--- src/rtl/mem_port_arbiter_if.sv ---
// Bundle of requester-side and memory-side signals around the memory port arbiter.
// The master modport is the arbiter's view; slave is the view of the surrounding
// caches and memory controller.
interface mem_port_arbiter_if #(
  parameter int ADDR_WIDTH = 26,
  parameter int DATA_WIDTH = 32
);
  // I-cache line fill
  logic                  ir_req;
  logic [ADDR_WIDTH-1:0] ir_addr;
  logic                  ir_rvalid;
  logic                  ir_last;
  // D-cache line fill
  logic                  dr_req;
  logic [ADDR_WIDTH-1:0] dr_addr;
  logic                  dr_rvalid;
  logic                  dr_last;
  // Shared read data
  logic [DATA_WIDTH-1:0] rdata;
  // D-cache write-back
  logic                  dw_req;
  logic [ADDR_WIDTH-1:0] dw_addr;
  logic [DATA_WIDTH-1:0] dw_wdata;
  logic                  dw_wready;
  logic                  dw_last;
  // Memory controller port
  logic                  mem_req;
  logic                  mem_we;
  logic [ADDR_WIDTH-1:0] mem_addr;
  logic                  mem_gnt;
  logic [DATA_WIDTH-1:0] mem_rdata;
  logic                  mem_rvalid;
  logic [DATA_WIDTH-1:0] mem_wdata;
  logic                  mem_wready;

  modport master (
    input  ir_req, ir_addr, dr_req, dr_addr, dw_req, dw_addr, dw_wdata,
           mem_gnt, mem_rdata, mem_rvalid, mem_wready,
    output ir_rvalid, ir_last, dr_rvalid, dr_last, rdata, dw_wready, dw_last,
           mem_req, mem_we, mem_addr, mem_wdata
  );

  modport slave (
    output ir_req, ir_addr, dr_req, dr_addr, dw_req, dw_addr, dw_wdata,
           mem_gnt, mem_rdata, mem_rvalid, mem_wready,
    input  ir_rvalid, ir_last, dr_rvalid, dr_last, rdata, dw_wready, dw_last,
           mem_req, mem_we, mem_addr, mem_wdata
  );
endinterface

--- src/rtl/mem_port_arbiter.sv ---
// Memory port arbiter: grants one of I-fill, D-fill or D-write-back for a whole
// burst, runs the address phase and the data beats, and steers the handshakes to
// the owner. D-side wins by default; a starvation counter forces an I-side grant
// after STARVE_LIMIT consecutive D-side grants made while the I-side waits.
module mem_port_arbiter #(
  parameter int ADDR_WIDTH   = 26,
  parameter int DATA_WIDTH   = 32,
  parameter int BURST_LEN    = 4,
  parameter int STARVE_LIMIT = 8
) (
  input  logic                 clk,
  input  logic                 rst,
  mem_port_arbiter_if.master   bus
);

  localparam int BEAT_W   = $clog2(BURST_LEN);
  localparam int STARVE_W = $clog2(STARVE_LIMIT + 1);
  localparam logic [BEAT_W-1:0]   LAST_BEAT  = BEAT_W'(BURST_LEN - 1);
  localparam logic [STARVE_W-1:0] STARVE_MAX = STARVE_W'(STARVE_LIMIT);

  typedef enum logic [1:0] {IDLE, ADDR, RBURST, WBURST} state_t;
  typedef enum logic [1:0] {OWN_IR, OWN_DR, OWN_DW} owner_t;

  state_t                state;
  owner_t                owner;
  logic [BEAT_W-1:0]     beat_cnt;
  logic [STARVE_W-1:0]   starve_cnt;
  logic                  mem_req_q;
  logic                  mem_we_q;
  logic [ADDR_WIDTH-1:0] addr_q;

  logic                  grant_valid;
  owner_t                grant_owner;
  logic [ADDR_WIDTH-1:0] grant_addr;

  logic rd_beat;
  logic wr_beat;
  logic beat_last;

  // Pick the winner among the current requests; only used while in IDLE.
  always_comb begin
    grant_valid = 1'b0;
    grant_owner = OWN_IR;
    grant_addr  = '0;
    if (bus.ir_req && starve_cnt == STARVE_MAX) begin
      grant_valid = 1'b1;
      grant_owner = OWN_IR;
      grant_addr  = bus.ir_addr;
    end else if (bus.dw_req) begin
      grant_valid = 1'b1;
      grant_owner = OWN_DW;
      grant_addr  = bus.dw_addr;
    end else if (bus.dr_req) begin
      grant_valid = 1'b1;
      grant_owner = OWN_DR;
      grant_addr  = bus.dr_addr;
    end else if (bus.ir_req) begin
      grant_valid = 1'b1;
      grant_owner = OWN_IR;
      grant_addr  = bus.ir_addr;
    end
  end

  assign rd_beat   = (state == RBURST) && bus.mem_rvalid;
  assign wr_beat   = (state == WBURST) && bus.mem_wready;
  assign beat_last = (beat_cnt == LAST_BEAT);

  // Burst sequencer: grant, address phase, data beats, starvation bookkeeping.
  always_ff @(posedge clk or posedge rst) begin
    if (rst) begin
      state      <= IDLE;
      owner      <= OWN_IR;
      beat_cnt   <= '0;
      starve_cnt <= '0;
      mem_req_q  <= 1'b0;
      mem_we_q   <= 1'b0;
      addr_q     <= '0;
    end else begin
      case (state)
        IDLE: begin
          if (grant_valid) begin
            owner     <= grant_owner;
            addr_q    <= grant_addr;
            beat_cnt  <= '0;
            mem_req_q <= 1'b1;
            mem_we_q  <= (grant_owner == OWN_DW);
            state     <= ADDR;
            if (grant_owner == OWN_IR || !bus.ir_req) begin
              starve_cnt <= '0;
            end else if (starve_cnt != STARVE_MAX) begin
              starve_cnt <= starve_cnt + 1'b1;
            end
          end
        end
        ADDR: begin
          if (bus.mem_gnt) begin
            mem_req_q <= 1'b0;
            state     <= (owner == OWN_DW) ? WBURST : RBURST;
          end
        end
        RBURST: begin
          if (rd_beat) begin
            if (beat_last) begin
              beat_cnt <= '0;
              mem_we_q <= 1'b0;
              addr_q   <= '0;
              state    <= IDLE;
            end else begin
              beat_cnt <= beat_cnt + 1'b1;
            end
          end
        end
        WBURST: begin
          if (wr_beat) begin
            if (beat_last) begin
              beat_cnt <= '0;
              mem_we_q <= 1'b0;
              addr_q   <= '0;
              state    <= IDLE;
            end else begin
              beat_cnt <= beat_cnt + 1'b1;
            end
          end
        end
        default: state <= IDLE;
      endcase
    end
  end

  assign bus.mem_req   = mem_req_q;
  assign bus.mem_we    = mem_we_q;
  assign bus.mem_addr  = addr_q;

  assign bus.rdata     = rd_beat ? bus.mem_rdata : '0;
  assign bus.ir_rvalid = rd_beat && (owner == OWN_IR);
  assign bus.ir_last   = rd_beat && (owner == OWN_IR) && beat_last;
  assign bus.dr_rvalid = rd_beat && (owner == OWN_DR);
  assign bus.dr_last   = rd_beat && (owner == OWN_DR) && beat_last;

  assign bus.mem_wdata = (state == WBURST) ? bus.dw_wdata : '0;
  assign bus.dw_wready = wr_beat;
  assign bus.dw_last   = wr_beat && beat_last;

endmodule
--- src/flat_wrapper.sv ---
// flat-port wrapper written by rule: the top's interface ports become plain ports
module mem_port_arbiter_flat 
#(
  parameter int ADDR_WIDTH   = 26,
  parameter int DATA_WIDTH   = 32,
  parameter int BURST_LEN    = 4,
  parameter int STARVE_LIMIT = 8
)
  (clk, rst, bus_ir_req, bus_ir_addr, bus_dr_req, bus_dr_addr, bus_dw_req, bus_dw_addr, bus_dw_wdata, bus_mem_gnt, bus_mem_rdata, bus_mem_rvalid, bus_mem_wready, bus_ir_rvalid, bus_ir_last, bus_dr_rvalid, bus_dr_last, bus_rdata, bus_dw_wready, bus_dw_last, bus_mem_req, bus_mem_we, bus_mem_addr, bus_mem_wdata);
  mem_port_arbiter_if #(.ADDR_WIDTH(ADDR_WIDTH), .DATA_WIDTH(DATA_WIDTH)) bus_i ();
  input  logic clk;
  input  logic rst;
  input wire logic [$bits(bus_i.ir_req)-1:0] bus_ir_req;
  input wire logic [$bits(bus_i.ir_addr)-1:0] bus_ir_addr;
  input wire logic [$bits(bus_i.dr_req)-1:0] bus_dr_req;
  input wire logic [$bits(bus_i.dr_addr)-1:0] bus_dr_addr;
  input wire logic [$bits(bus_i.dw_req)-1:0] bus_dw_req;
  input wire logic [$bits(bus_i.dw_addr)-1:0] bus_dw_addr;
  input wire logic [$bits(bus_i.dw_wdata)-1:0] bus_dw_wdata;
  input wire logic [$bits(bus_i.mem_gnt)-1:0] bus_mem_gnt;
  input wire logic [$bits(bus_i.mem_rdata)-1:0] bus_mem_rdata;
  input wire logic [$bits(bus_i.mem_rvalid)-1:0] bus_mem_rvalid;
  input wire logic [$bits(bus_i.mem_wready)-1:0] bus_mem_wready;
  output wire logic [$bits(bus_i.ir_rvalid)-1:0] bus_ir_rvalid;
  output wire logic [$bits(bus_i.ir_last)-1:0] bus_ir_last;
  output wire logic [$bits(bus_i.dr_rvalid)-1:0] bus_dr_rvalid;
  output wire logic [$bits(bus_i.dr_last)-1:0] bus_dr_last;
  output wire logic [$bits(bus_i.rdata)-1:0] bus_rdata;
  output wire logic [$bits(bus_i.dw_wready)-1:0] bus_dw_wready;
  output wire logic [$bits(bus_i.dw_last)-1:0] bus_dw_last;
  output wire logic [$bits(bus_i.mem_req)-1:0] bus_mem_req;
  output wire logic [$bits(bus_i.mem_we)-1:0] bus_mem_we;
  output wire logic [$bits(bus_i.mem_addr)-1:0] bus_mem_addr;
  output wire logic [$bits(bus_i.mem_wdata)-1:0] bus_mem_wdata;
  assign bus_i.ir_req = bus_ir_req;
  assign bus_i.ir_addr = bus_ir_addr;
  assign bus_i.dr_req = bus_dr_req;
  assign bus_i.dr_addr = bus_dr_addr;
  assign bus_i.dw_req = bus_dw_req;
  assign bus_i.dw_addr = bus_dw_addr;
  assign bus_i.dw_wdata = bus_dw_wdata;
  assign bus_i.mem_gnt = bus_mem_gnt;
  assign bus_i.mem_rdata = bus_mem_rdata;
  assign bus_i.mem_rvalid = bus_mem_rvalid;
  assign bus_i.mem_wready = bus_mem_wready;
  assign bus_ir_rvalid = bus_i.ir_rvalid;
  assign bus_ir_last = bus_i.ir_last;
  assign bus_dr_rvalid = bus_i.dr_rvalid;
  assign bus_dr_last = bus_i.dr_last;
  assign bus_rdata = bus_i.rdata;
  assign bus_dw_wready = bus_i.dw_wready;
  assign bus_dw_last = bus_i.dw_last;
  assign bus_mem_req = bus_i.mem_req;
  assign bus_mem_we = bus_i.mem_we;
  assign bus_mem_addr = bus_i.mem_addr;
  assign bus_mem_wdata = bus_i.mem_wdata;
  mem_port_arbiter #(.ADDR_WIDTH(ADDR_WIDTH), .DATA_WIDTH(DATA_WIDTH), .BURST_LEN(BURST_LEN), .STARVE_LIMIT(STARVE_LIMIT)) u_core (.clk(clk), .rst(rst), .bus(bus_i));
endmodule
--- config.mk ---
export PLATFORM = sky130hd
export DESIGN_NAME = mem_port_arbiter_flat
export DESIGN_NICKNAME = d
export VERILOG_FILES = /design/src/rtl/mem_port_arbiter_if.sv /design/src/rtl/mem_port_arbiter.sv /design/src/flat_wrapper.sv
export SDC_FILE = /design/constraint.sdc
export NUM_CORES = 1
export LEC_CHECK = 0
export CAP_MARGIN = 20
export CORE_MARGIN = 5
export CORE_UTILIZATION = 31
export CTS_CLUSTER_DIAMETER = 100
export DETAILED_ROUTE_END_ITERATION = 10
export GPL_ROUTABILITY_DRIVEN = 0
export HOLD_SLACK_MARGIN = 0.12
export PLACE_DENSITY = 0.94
export SETUP_SLACK_MARGIN = 0.1
export SLEW_MARGIN = 20
export SYNTH_ARGS = -nofsm -noshare
export SYNTH_HDL_FRONTEND = slang
export SYNTH_SLANG_ARGS = --single-unit
--- constraint.sdc ---
create_clock -name clk -period 2.1 [get_ports clk]
set_input_delay 0.21 -clock clk [delete_from_list [all_inputs] [get_ports clk]]
set_output_delay 0.21 -clock clk [all_outputs]
set_load 0.01 [all_outputs]
==> impl_results.md <==
* Slowest-stage cell, CP: clkdlybuf4s50_1
* Ys Warns at 0
* Setup TNS at 0 ns
* EDFF count, synth at 0
* Max Cap Viol at 0
* Routed len/inst at just under 20 µm
* Initial Util at a little under a third
* Antenna violations before repair at 0
* Sequential-to-total area share from yosys stat at about 37%
* Largest net degree at the start of global routing at 48
* Layout Cells excl Fill at roughly 630
* Fmax at 503.6 MHz
* Layout Skew at 0.009195 ns
* Mapped Area at 0.002577 mm²
* Asr flop ratio synth at 100.0%
* CP most frequent cell: buf_4
* Clk slew on worst S/H paths at 0.08 ns
* H-tree Lvls at 2
* Core Box Area at about 0.008 mm²
* Met3 Use GR at 5.647%
* Clock sink count at 38
* Crit path DAT at 1.78 ns
* Status: finished clean
* CP Buf/Inv Count at 3
* Initial DRC Count at 89
* Critical-path cell list: buf_4 > buf_4 > and3_1 > clkdlybuf4s50_1
* Crit. End Element: output port
* Vias/cell at roughly 5.4
* Slew @ Worst Pin at 0.6839 ns
* Flop2flop setup slack at 0.39 ns
* Yosys reg bits at 38
* Grt met1 use at approximately a quarter
* Family with the most delay on the worst path: buffers and inverters
* Die Ht at 101.2 µm
* RSZ-0062 raised after global routing: yes
* Pwr/cell area at 1001 mW/mm²
* Commonest non-fill, non-tap cell in the layout: clkdlybuf4s50_1
* GRT Util Overall at roughly 22%
* # port buffers at 247
* Skew-Pair Late Insertion Delay at 0.29 ns
* Dpl hpwl at 9423 µm
* # DRC at 0
* Critical Path RT at 1.89 ns
* Tmin final at 1.986 ns
* FP Rows at 33
* Total congestion overflow at 0
* Global-route wire length before repair at around 18000 µm
* Avg Inst Size Synth at 9.172 µm²
* Post-synth top area cell: dfrtp_1
* Cells after DPL at 618
* CTS buffer count at 5
* Layout fillers at 641
* Max incr delay on CP at about 0.55 ns
* Post-synth cell types at 34
* Largest cells by area after synthesis: dfrtp_1 37%, and3_1 16%, a2bb2oi_1 8.8%
* Root buf cell: clkbuf_8
* DR pass1 iterations at 5
* Tightest Hold Check Type: primary input to async pin
* Top_reg_cell synth: dfrtp_1
* Cts hold-fix bufs at 0
* Slew headroom at a little over half
* Share of cells above drive strength 1 at 7.795%
* Pwr Total at around 0.0054 W
* Area of the die at 0.01024 mm²
* Area growth from synthesis to layout at 107.5%
* Nets at 679
* Met2 Use GR at 41.65%
* Leak Pwr at 2.636 nW
* Final hold violation count at 0
* Clock buffer depth at 2
* Final Setup Violations at 0
* Post-Synthesis Cells at 281
* Post-Syn Nets at roughly 430
* Max VDD drop at approximately 0.51 mV
* Final period util at a little over nine tenths
* Worst Path Max Fanout at 17
* Detail Route Antenna Nets at 0
* Final WL at 12240 µm
* Commonest non-fill, non-tap cells in the layout: 211 x clkdlybuf4s50_1, 64 x and3_1, 37 x dfrtp_1
* TritonCTS clock tree: built
* Setup CP Type: flop to output port
* Via count at 3413
* Post-Route Utilization at 65.43%
* Type of origin of the critical path: flop
* Vias in the first global route at 3510
* Post-synth top area share at 36.89%
* Chip width at 101.2 µm
* ANT cells at 0
* Slew Limit Fails at 0
* GR peak layer: met2
* # IOs at 248
worst paths after layout:
kind / start / end / cells past startpoint
max: u_core.state[1] / bus_mem_wdata[23] / 4
max reg2reg: u_core.starve_cnt[0] / u_core.bus.mem_addr[24] / 7
min: rst / u_core.bus.mem_addr[4] / 3
max in group asynchronous: rst / u_core.state[0] / 3
min in group clk: u_core.bus.mem_addr[21] / u_core.bus.mem_addr[21] / 1
min reg2reg: u_core.bus.mem_addr[21] / u_core.bus.mem_addr[21] / 1
per-stage QoR:
| step | instance area, µm² | hold slack, ns | setup slack [ns] |
|---|---|---|---|
| 4_1_cts | 5285 | 0.3601 | 0.04510 |
| 6_report | 5349 | 0.3374 | 0.1142 |
| 3_5_place_dp | 5170 | 0.4746 | -0.2074 |
| 2_1_floorplan | 2577 | 0.3921 | 0.3536 |
| 3_3_place_gp | 5170 | 0.4712 | -0.09997 |
| 5_1_grt | 5349 | 0.4075 | 0.03939 |
power breakdown:
part           switching, W  internal (W)  total, W
registers          0.000276       0.00109   0.00136
clock network      0.000262      0.000223  0.000485
logic               0.00152       0.00199   0.00351
per-layer routing:
| metal | vias up | routed length [µm] | share of wire, % |
|---|---|---|---|
| li1 | 1574 | - | - |
| met1 | 1613 | 4468 | 36 |
| met2 | 190 | 6331 | 52 |
| met3 | 36 | 1135 | 9.3 |
| met4 | 0 | 308 | 2.5 |
| met5 | - | 0 | 0 |
final cells by class:
class | instances | area [µm²] | area share [%]
clock inverters | 2 | 10.01 | 0.1871
clock buffers | 5 | 68.82 | 1.287
multi-input cells | 201 | 1449 | 27.09
repair buffers | 273 | 2711 | 50.69
inverters | 7 | 26.28 | 0.4912
well taps | 105 | 131.4 | 2.456
flip-flops and latches | 38 | 952.2 | 17.80
sequential cells by signal (all words and copies together) (netlist names):
signal               count
u_core.owner             2
u_core.bus.mem_we        1
u_core.bus.mem_addr     26
u_core.starve_cnt        4
u_core.bus.mem_req       1
u_core.state             2
u_core.beat_cnt          2
repair_timing:
item                                    CTS  global route
endpoints found under the setup margin   62            17
pin swaps                                 0             0
gates cloned                              1             0
buffers inserted                          3             2
resized for setup                        36            16
synth_stat cells (2+ instances only):
cell / n
and3_1: 65
dfrtp_1: 38
a22oi_1: 26
a2bb2oi_1: 26
o2bb2ai_1: 26
clkbuf_1: 23
a21oi_1: 7
inv_1: 7
buf_2: 6
nand2_1: 6
nor2_1: 5
o21ai_0: 5
a22o_1: 4
buf_6: 4
nor3_1: 4
and2_1: 3
ha_1: 3
nand3_1: 3
nor4_1: 3
buf_4: 2
nor2b_1: 2
kinds of logic after synthesis:
group,count (synthesis),synth area share (%)
mux,1,0.4369
buf+inv,42,7.864
flops,38,36.89
fa+ha+maj,3,1.456
compound gates,101,31.26
simple gates,96,22.09
worst register-to-register path, stage by stage, from the launching register on:
cell       delay [ns]
dfrtp_1          0.38
inv_1            0.07
ha_1             0.21
and4b_1          0.22
a21o_1           0.16
buf_4            0.22
a2bb2oi_1        0.23
o2bb2ai_1        0.10
Note: power is estimated with default switching activity, not from simulation.
